$ cat src/rtl/pipeline_hazard_ctrl.sv
// -----------------------------------------------------------------------------
// pipeline_hazard_ctrl
//   Central stall/flush controller for a 5-stage F/D/E/M/W pipeline.
//   It detects load-use hazards, taken-branch redirects and multi-cycle
//   data-memory waits, and drives the per-stage stall/flush enables
//   combinationally, so the response lands in the same cycle. A memory wait
//   that runs too long is latched as a sticky timeout error. Two saturating
//   counters record stall cycles and flush cycles.
//
// Parameters
//   TIMEOUT : max consecutive memory-wait cycles before ERROR (2..255)
//   CNT_W   : width of the statistics counters
//
// Ports
//   clk, reset          : clock, synchronous active-high reset
//   rs1_D, rs2_D        : source registers of the instruction in Decode
//   rd_E, memRead_E     : destination / is-load of the instruction in Execute
//   branchTaken_E       : branch/jump resolved taken in Execute
//   mem_req_M           : Memory stage has an active data access
//   mem_ready_M         : data memory completes the access this cycle
//   stall_F..stall_M    : hold PC / F/D / D/E / E/M registers
//   flush_D, flush_E    : turn F/D / D/E contents into bubbles
//   mem_timeout         : sticky memory-wait timeout error
//   stall_cycles        : cycles with stall_F=1 (saturating)
//   flush_events        : cycles with flush_D or flush_E (saturating)
// -----------------------------------------------------------------------------
module pipeline_hazard_ctrl #(
   parameter int unsigned TIMEOUT = 16,
   parameter int unsigned CNT_W   = 32
) (
   input  logic             clk,
   input  logic             reset,
   input  logic [4:0]       rs1_D,
   input  logic [4:0]       rs2_D,
   input  logic [4:0]       rd_E,
   input  logic             memRead_E,
   input  logic             branchTaken_E,
   input  logic             mem_req_M,
   input  logic             mem_ready_M,
   output logic             stall_F,
   output logic             stall_D,
   output logic             stall_E,
   output logic             stall_M,
   output logic             flush_D,
   output logic             flush_E,
   output logic             mem_timeout,
   output logic [CNT_W-1:0] stall_cycles,
   output logic [CNT_W-1:0] flush_events
);

   typedef enum logic [1:0] {RUN, MEM_WAIT, ERROR} state_t;

   // Last wait-count value tolerated before the wait is declared hung.
   localparam logic [7:0] WAIT_LAST = 8'(TIMEOUT - 1);

   state_t     state, state_nxt;
   logic [7:0] wait_cnt, wait_cnt_nxt;
   logic       load_use, mem_wait;

   // A load writing x0 never creates a real dependency.
   assign load_use = memRead_E && (rd_E != 5'd0) && ((rd_E == rs1_D) || (rd_E == rs2_D));
   assign mem_wait = mem_req_M && !mem_ready_M;

   // NOTE: every output of this block gets a default before the case, so no
   //       path leaves a signal unassigned and no latch is inferred.
   always_comb begin
      state_nxt    = state;
      wait_cnt_nxt = wait_cnt;
      stall_F      = 1'b0;
      stall_D      = 1'b0;
      stall_E      = 1'b0;
      stall_M      = 1'b0;
      flush_D      = 1'b0;
      flush_E      = 1'b0;

      case (state)
         RUN: begin
            // Priority: memory wait freezes everything, then redirect, then load-use.
            if (mem_wait) begin
               {stall_F, stall_D, stall_E, stall_M} = 4'b1111;
               wait_cnt_nxt = 8'd1;
               state_nxt    = MEM_WAIT;
            end else if (branchTaken_E) begin
               flush_D = 1'b1;
               flush_E = 1'b1;
            end else if (load_use) begin
               // Hold F and D, inject a bubble into E; the hazard is gone next cycle.
               stall_F = 1'b1;
               stall_D = 1'b1;
               flush_E = 1'b1;
            end
         end
         MEM_WAIT: begin
            // Branch/load-use are frozen here and re-evaluated once back in RUN.
            if (mem_ready_M) begin
               wait_cnt_nxt = 8'd0;
               state_nxt    = RUN;
            end else begin
               {stall_F, stall_D, stall_E, stall_M} = 4'b1111;
               wait_cnt_nxt = wait_cnt + 8'd1;
               if (wait_cnt == WAIT_LAST) state_nxt = ERROR;
            end
         end
         ERROR: begin
            {stall_F, stall_D, stall_E, stall_M} = 4'b1111;
         end
         default: state_nxt = RUN;
      endcase

      if (reset) begin
         {stall_F, stall_D, stall_E, stall_M, flush_D, flush_E} = 6'b0;
      end
   end

   // NOTE: sequential state uses non-blocking assignments so every register
   //       samples the pre-edge values, independent of statement order.
   always_ff @(posedge clk) begin
      if (reset) begin
         state        <= RUN;
         wait_cnt     <= 8'd0;
         mem_timeout  <= 1'b0;
         stall_cycles <= '0;
         flush_events <= '0;
      end else begin
         state    <= state_nxt;
         wait_cnt <= wait_cnt_nxt;
         if (state_nxt == ERROR) mem_timeout <= 1'b1;
         // Counters saturate at all-ones rather than wrapping.
         if (stall_F && (stall_cycles != '1)) stall_cycles <= stall_cycles + 1'b1;
         if ((flush_D || flush_E) && (flush_events != '1)) flush_events <= flush_events + 1'b1;
      end
   end

endmodule
$ cat config.mk
export PLATFORM = sky130hd
export DESIGN_NAME = pipeline_hazard_ctrl
export DESIGN_NICKNAME = d
export VERILOG_FILES = /design/src/rtl/pipeline_hazard_ctrl.sv
export SDC_FILE = /design/constraint.sdc
export NUM_CORES = 1
export LEC_CHECK = 0
export ABC_AREA = 1
export CELL_PAD_IN_SITES_DETAIL_PLACEMENT = 0
export CELL_PAD_IN_SITES_GLOBAL_PLACEMENT = 2
export CORE_MARGIN = 2
export CORE_UTILIZATION = 28
export DETAILED_ROUTE_END_ITERATION = 6
export GPL_TIMING_DRIVEN = 0
export PLACE_DENSITY = 0.85
export SLEW_MARGIN = 0
export SYNTH_ARGS = -nofsm -noshare
export SYNTH_HDL_FRONTEND = slang
export SYNTH_SLANG_ARGS = --single-unit
$ cat constraint.sdc
create_clock -name clk -period 2.31 [get_ports clk]
set_input_delay 0.462 -clock clk [delete_from_list [all_inputs] [get_ports clk]]
set_output_delay 0.462 -clock clk [all_outputs]
set_load 0.05 [all_outputs]
==> flow_summary.toml, run 1 <==
[run_status]
status = "completed"

[logic_synthesis]
synth-simple-area-share_pct = 45.86
ys_ff_latch = 75
yosys_warnings = 0
synth_top_family_by_area = "simple AND/OR/NAND/NOR gates"
syn_area_per_cell_um2 = 6.121
yosysUniqueCellTypes = 31
syn_area_um2 = 4946
synth-seq-area-share_pct = 30.36
synthAdderAreaFrac_pct = 0.7589
synth_compound_area_share_pct = 7.943
syn_nets = 832
synthMuxAreaShare_pct = 0
synth_cells = 808
synth_xor_area_share_pct = 6.375

[grt]
grt_max_degree = 14
antenna_found_initial = 0
grt_pass1_vias = 4942
grt_pass1_wl_um = 26060
grt_overflow = 0
grt_usage_pct = 17.82

[sta]
fmax_mhz = 445.9
slew_viol_final = 0
setup_ws_ns = 0.06720
timing_hold_violations_final = 0
period_needed_ns = 2.243
fin_skew_ns = 0.008625
finalSetupViolations = 0
timing.final.crit_share_pct = 97.09
tightestPinTransition_ns = 0.6810
slew_headroom_pct = 54.25
rsz0062_at_grt = "no"

[setup_path]
r2r_slack_ns = 0.21
crit_slowest_cell = "or3_4"
ff2ff_path_depth = 7
slowest_delay_ns = 0.38
worstPathArrival_ns = 1.78
required_ns = 1.85
r2r_end = "stall_cycles[16]"
worst_r2r_startpoint = "stall_cycles[1]"
cp_max_fo = 3
critPathLaunchType = "input port"
worst_setup_path_end_kind = "output pin"
cp_num_buf_inv = 5
worst-setup-path-type = "in2out"
crit_family = "simple AND/OR/NAND/NOR gates"
crit_chain = "dlygate4sd2_1 -> inv_2 -> nand2_2 -> nor2_2 -> or3_4 -> nand2_4 -> nand2_4 -> buf_8 -> buf_4 -> buf_8"

[final_layout]
fin_nets = 939
antenna_cells = 0
stdcell_count = 1145
syn_to_final_growth_pct = 33.22
final_core_util_pct = 38.09
drive_gt1_share_pct = 9.891

[pwr]
p_leak_nw = 2.388
p_sw_w = 0.0007899
p_int_w = 0.002456
cellPowerDensity_nw_per_um2 = 492.6
pwr-share-comb_pct = 8.5
power_w = 0.003245
peakVddDrop_v = 0.0003637
power_frac_clock_pct = 51.1
sw_frac_of_total_pct = 24.34
sequentialPowerShare_pct = 40.4

[clock_network]
cts_tree = "yes"
clk_pin_slew_worst_paths_ns = 0.06
cts_hold_buf = 0
clock_path_buffers = 2
clockRootBuffer = "clkbuf_16"
worst_skew_pair.late_latency_ns = 0.35
numCtsBuffers = 9
cts.sinks = 75
htree_levels = 3

[floorplanning]
coreArea_um2 = 17300
row_count = 48
die-area_um2 = 18740
fp.dieW_um = 136.9
io_pins = 92
initial_core_util_pct = 28.60
die_h_um = 136.9

[route]
drc = 0
vias = 5323
drt_iter0_drc = 322
ant_nets = 0
viasPerCell = 4.649
drt_wl_total_um = 16230
routedWlPerCell_um = 14.17
first_pass_iters = 4

[hold_path]
hold_depth = 2
min_from = "wait_cnt[7]"
min_path_type = "reg2reg"
min_to = "wait_cnt[7]"

[placed_design]
portBuffers = 90
hpwlAfterDp_um = 12530
dp_slack_ns = -1.111
gp_congestion = 0.8544
dp.cells = 1123

[run]
drv_cap = 0
-- metrics by stage --
stage	hold slack (ns)	instance area (µm²)	setup TNS, ns
after global placement	0.4524	6128	-5.375
final	0.4738	6589	0
after detailed placement	0.4606	6128	-6.102
after CTS	0.4714	6573	0
after global routing	0.4897	6589	0
after floorplan	0.4386	4946	0
-- worst register-to-register path, delay by kind of cell (launching register included) --
| family | cells | cell delay, ns |
|---|---|---|
| simple gates | 4 | 0.94 |
| fa+ha+maj | 1 | 0.31 |
| xor+xnor | 1 | 0.21 |
| flops | 1 | 0.44 |
| compound gates | 1 | 0.15 |
-- cells by family (layout without fill, tap and decap cells) --
logic type	Yosys count	after routing
AO/OA/AOI/OAI	78	78
AND/OR/NAND/NOR	519	519
XOR/XNOR	36	36
adder cells (fa/ha/maj)	3	3
buffers and inverters	97	209
flip-flops	75	75
-- synthesized netlist by cell type (all sizes together) --
library cell	count	share of area, %
dfxtp	75	30
inv	68	5.2
buf	19	2.8
o21ai	5	0.51
nand2	274	21
nand4	13	1.8
nor2	107	8.6
nand3b	12	1.8
nor4	3	0.63
nor3	17	2.0
ha	3	0.76
o21a	1	0.15
nor3b	1	0.15
nand3	91	9.6
clkbuf	10	0.76
xnor2	11	1.9
xor2	25	4.4
or3	1	0.13
a21oi	72	7.3
-- sequential cells by signal, summed over array words and instances, names as in the netlist --
name          count
wait_cnt          8
state             2
flush_events     32
mem_timeout       1
stall_cycles     32
-- area by class of cell --
class	instances	area, µm²
timing repair buffer	96	929.6
buffer	29	197.7
multi-input combinational	636	3077
fill	1939	10710
sequential	75	1506
clock inverter	7	116.4
inverter	68	255.2
tap	225	281.5
clock buffer	9	225.2
-- timing repair --
| item | in CTS | in global routing |
|---|---|---|
| pin swaps | 11 | 6 |
| gates resized for setup | 67 | 16 |
| setup buffers | 6 | 0 |
| gates cloned | 0 | 0 |
| endpoints found under the setup margin | 8 | 66 |
-- worst max path at each step --
stage | start | endpoint | slack (ns) | depth (start not counted)
2_1_floorplan | flush_events[0] | flush_events[10] | 0.15 | 9
5_1_grt | flush_events[1] | flush_events[28] | 0.0007 | 10
3_3_place_gp | rd_E[4] | stall_F | -1.12 | 12
6_report | mem_ready_M | stall_F | 0.07 | 10
3_5_place_dp | rd_E[4] | stall_F | -1.11 | 12
4_1_cts | reset | flush_D | 0.004 | 7
-- per-layer routing --
layer / vias up / track usage [%] / share of wire [%]
met2: 89 / 28.75 / 46
met5: - / 0 / 0
met4: 0 / 5.498 / 1.4
met3: 16 / 2.111 / 3.2
met1: 2403 / 24.82 / 50
li1: 2815 / - / -
-- cell usage in the layout (no fill, tap or decap), drive strengths merged, types with 5 or more instances in the layout --
cell type	instances
a21oi	72
o21ai	5
nand3b	12
nand4	13
inv	68
nor3	17
nand2	274
nor2	107
nand3	91
dfxtp	75
buf	29
clkbuf	20
clkdlybuf4s50	68
xnor2	11
dlygate4sd2	14
xor2	25
-- power groups by stage --
stage	sequential (W)	combinational, W	clock, W
after global routing	0.00131	0.000303	0.00174
after global placement	0.00134	0.000258	0
after detailed placement	0.00134	0.000258	0
final	0.00131	0.000276	0.00166
after CTS	0.00131	0.000277	0.00170
after floorplan	0.00135	0.000148	0
(Power assumes the default switching activity.)
==> run 2, diff against run 1 <==
- CAP_MARGIN: not set -> 20
- CORE_UTILIZATION: 28 -> 25
- PLACE_DENSITY: 0.85 -> 0.81
- clock period: 2.31 -> 2.05 ns (I/O delays scaled with it)
==> run 2 against run 1 <==
Sequential power rose by 13%. Critical endpoint unchanged. Global-route usage down 1.2 points. Clock skew about the same. First-iteration DRC count is 7.1% lower. The flow now finishes with violations (negative setup slack). Wire length is 3.1% higher. Total power is 11% higher. Via count up 1.7%. Cell area rose by 4.6%. Critical path type is now reg2out.
==> flow_summary.toml, run 2 (same netlist as run 1, synthesis figures left out) <==
[run_status]
status = "finished, violations left"
violations = "negative setup slack"

[run]
drv_cap = 0

[sta]
timing.final.crit_share_pct = 102.3
tightestPinTransition_ns = 0.7172
rsz0062_at_grt = "yes"
timing_hold_violations_final = 0
fin_skew_ns = 0.009023
slew_viol_final = 0
period_needed_ns = 2.096
finalSetupViolations = 2
slew_headroom_pct = 51.75
finalSetupTns_ns = -0.05124
fmax_mhz = 477.0
setup_ws_ns = -0.04635
hold_slack_ns = 0.4564

[route]
viasPerCell = 4.513
drt_iter0_drc = 299
first_pass_iters = 4
drc = 0
routedWlPerCell_um = 13.95
drt_wl_total_um = 16720
vias = 5411
ant_nets = 0

[setup_path]
worst-setup-path-type = "reg2out"
crit_chain = "inv_4 -> nand2_4 -> nor2_2 -> or3_4 -> nand2_4 -> nand2_8 -> buf_6 -> buf_8"
path_depth = 8
slowest_delay_ns = 0.38
cp_num_buf_inv = 3
worstPathArrival_ns = 1.69
ff2ff_path_depth = 15
crit_slowest_cell = "dfxtp_4"
crit_family = "simple AND/OR/NAND/NOR gates"
critPathLaunchType = "flop"
cp_max_fo = 5
worst_setup_path_end_kind = "output pin"
required_ns = 1.64
cpMostUsedCell = "nand2_4"

[grt]
grt_pass1_wl_um = 27150
grt_max_degree = 14
globalRouteMet2Util_pct = 27.24
use_met3_pct = 2.994
grtUsageMet1_pct = 22.14
grt_usage_pct = 16.62
busiest_layer = "met2"
grt_pass1_vias = 5310
grt_overflow = 0
antenna_found_initial = 0

[placed_design]
gp_congestion = 0.8274
hpwlAfterDp_um = 12840
portBuffers = 90
dp_slack_ns = -1.266
dp.cells = 1163

[floorplanning]
die-area_um2 = 20930
io_pins = 92
die_h_um = 144.7
row_count = 51
fp.dieW_um = 144.7
initial_core_util_pct = 25.41
coreArea_um2 = 19460

[final_layout]
fin_nets = 953
antenna_cells = 0
stdcell_count = 1199
layout_common_cells = "nand2_1, nor2_1, nand3_1"
drive_gt1_share_pct = 12.31
syn_to_final_growth_pct = 39.36
top_regs = "flush_events x32, stall_cycles x32, wait_cnt x8"
layout.cells.most_common = "nand2_1"

[clock_network]
cts_hold_buf = 0
cts.sinks = 75
htree_levels = 3
clockRootBuffer = "clkbuf_16"
clock_path_buffers = 2
numCtsBuffers = 9
clk_pin_slew_worst_paths_ns = 0.06
worst_skew_pair.late_latency_ns = 0.35
cts_tree = "yes"

[pwr]
cellPowerDensity_nw_per_um2 = 522.0
p_leak_nw = 3.076
peakVddDrop_v = 0.0003674

[hold_path]
hold_depth = 2
min_path_type = "reg2reg"
-- run 2: changes by cell type in the layout (fill, tap and decap cells not counted), sizes merged, moves of 2 or more --
cell           previous run  this run
dlygate4sd2              14        36
dlymetal6s2s              1        27
clkdlybuf4s50            68        21
clkdlybuf4s15             2         0
buf                      29        45
-- run 2: path summary, 6_finish.rpt --
check                 to  slack [ns]   startpoint
max              stall_F       -0.05     state[1]
min          mem_timeout        0.46  mem_timeout
max reg2reg  mem_timeout        0.09     state[0]
min reg2reg  mem_timeout        0.46  mem_timeout
-- run 2: per-layer routing --
layer  wire length [µm]  part of all wire, %
met2               7677                   46
met1               8036                   48
met3                635                  3.8
met4                374                  2.2
met5                  0                    0
-- run 2: worst min-delay path: stages, from the launching register on --
cell and delay [ns]:
dfxtp_1 0.31, nand2_1 0.05, o21ai_1 0.05
-- run 2: final cells by class --
| type | instances | area, µm² |
|---|---|---|
| Inverter | 68 | 260.3 |
| Buffer | 27 | 186.4 |
| Fill cell | 2154 | 12570 |
| Tap cell | 265 | 331.6 |
| Multi-Input combinational cell | 636 | 3174 |
| Sequential cell | 75 | 1516 |
| Clock inverter | 6 | 88.84 |
| Timing Repair Buffer | 112 | 1096 |
| Clock buffer | 10 | 239.0 |
-- run 2: through the flow --
stage / utilization [%] / cell area [µm²] / power, W
final: 35.42 / 6893 / 0.003598
after global routing: 35.42 / 6893 / 0.003751
after CTS: 34.43 / 6700 / 0.003651
after detailed placement: 31.77 / 6183 / 0.001802
after global placement: 31.77 / 6183 / 0.001802
after floorplan: - / 4951 / 0.001685
-- run 2: what timing repair did --
item,in CTS,in global routing
setup endpoints to repair,89,98
pin swaps,12,11
gates resized for setup,106,59
setup buffers,16,7
-- run 2: power by group --
group | total [W] | leakage (nW) | switching, W | internal (W)
clock network | 0.00179 | 0.155 | 0.000690 | 0.00110
registers | 0.00148 | 0.608 | 0.0000141 | 0.00146
logic | 0.000332 | 2.31 | 0.000203 | 0.000129
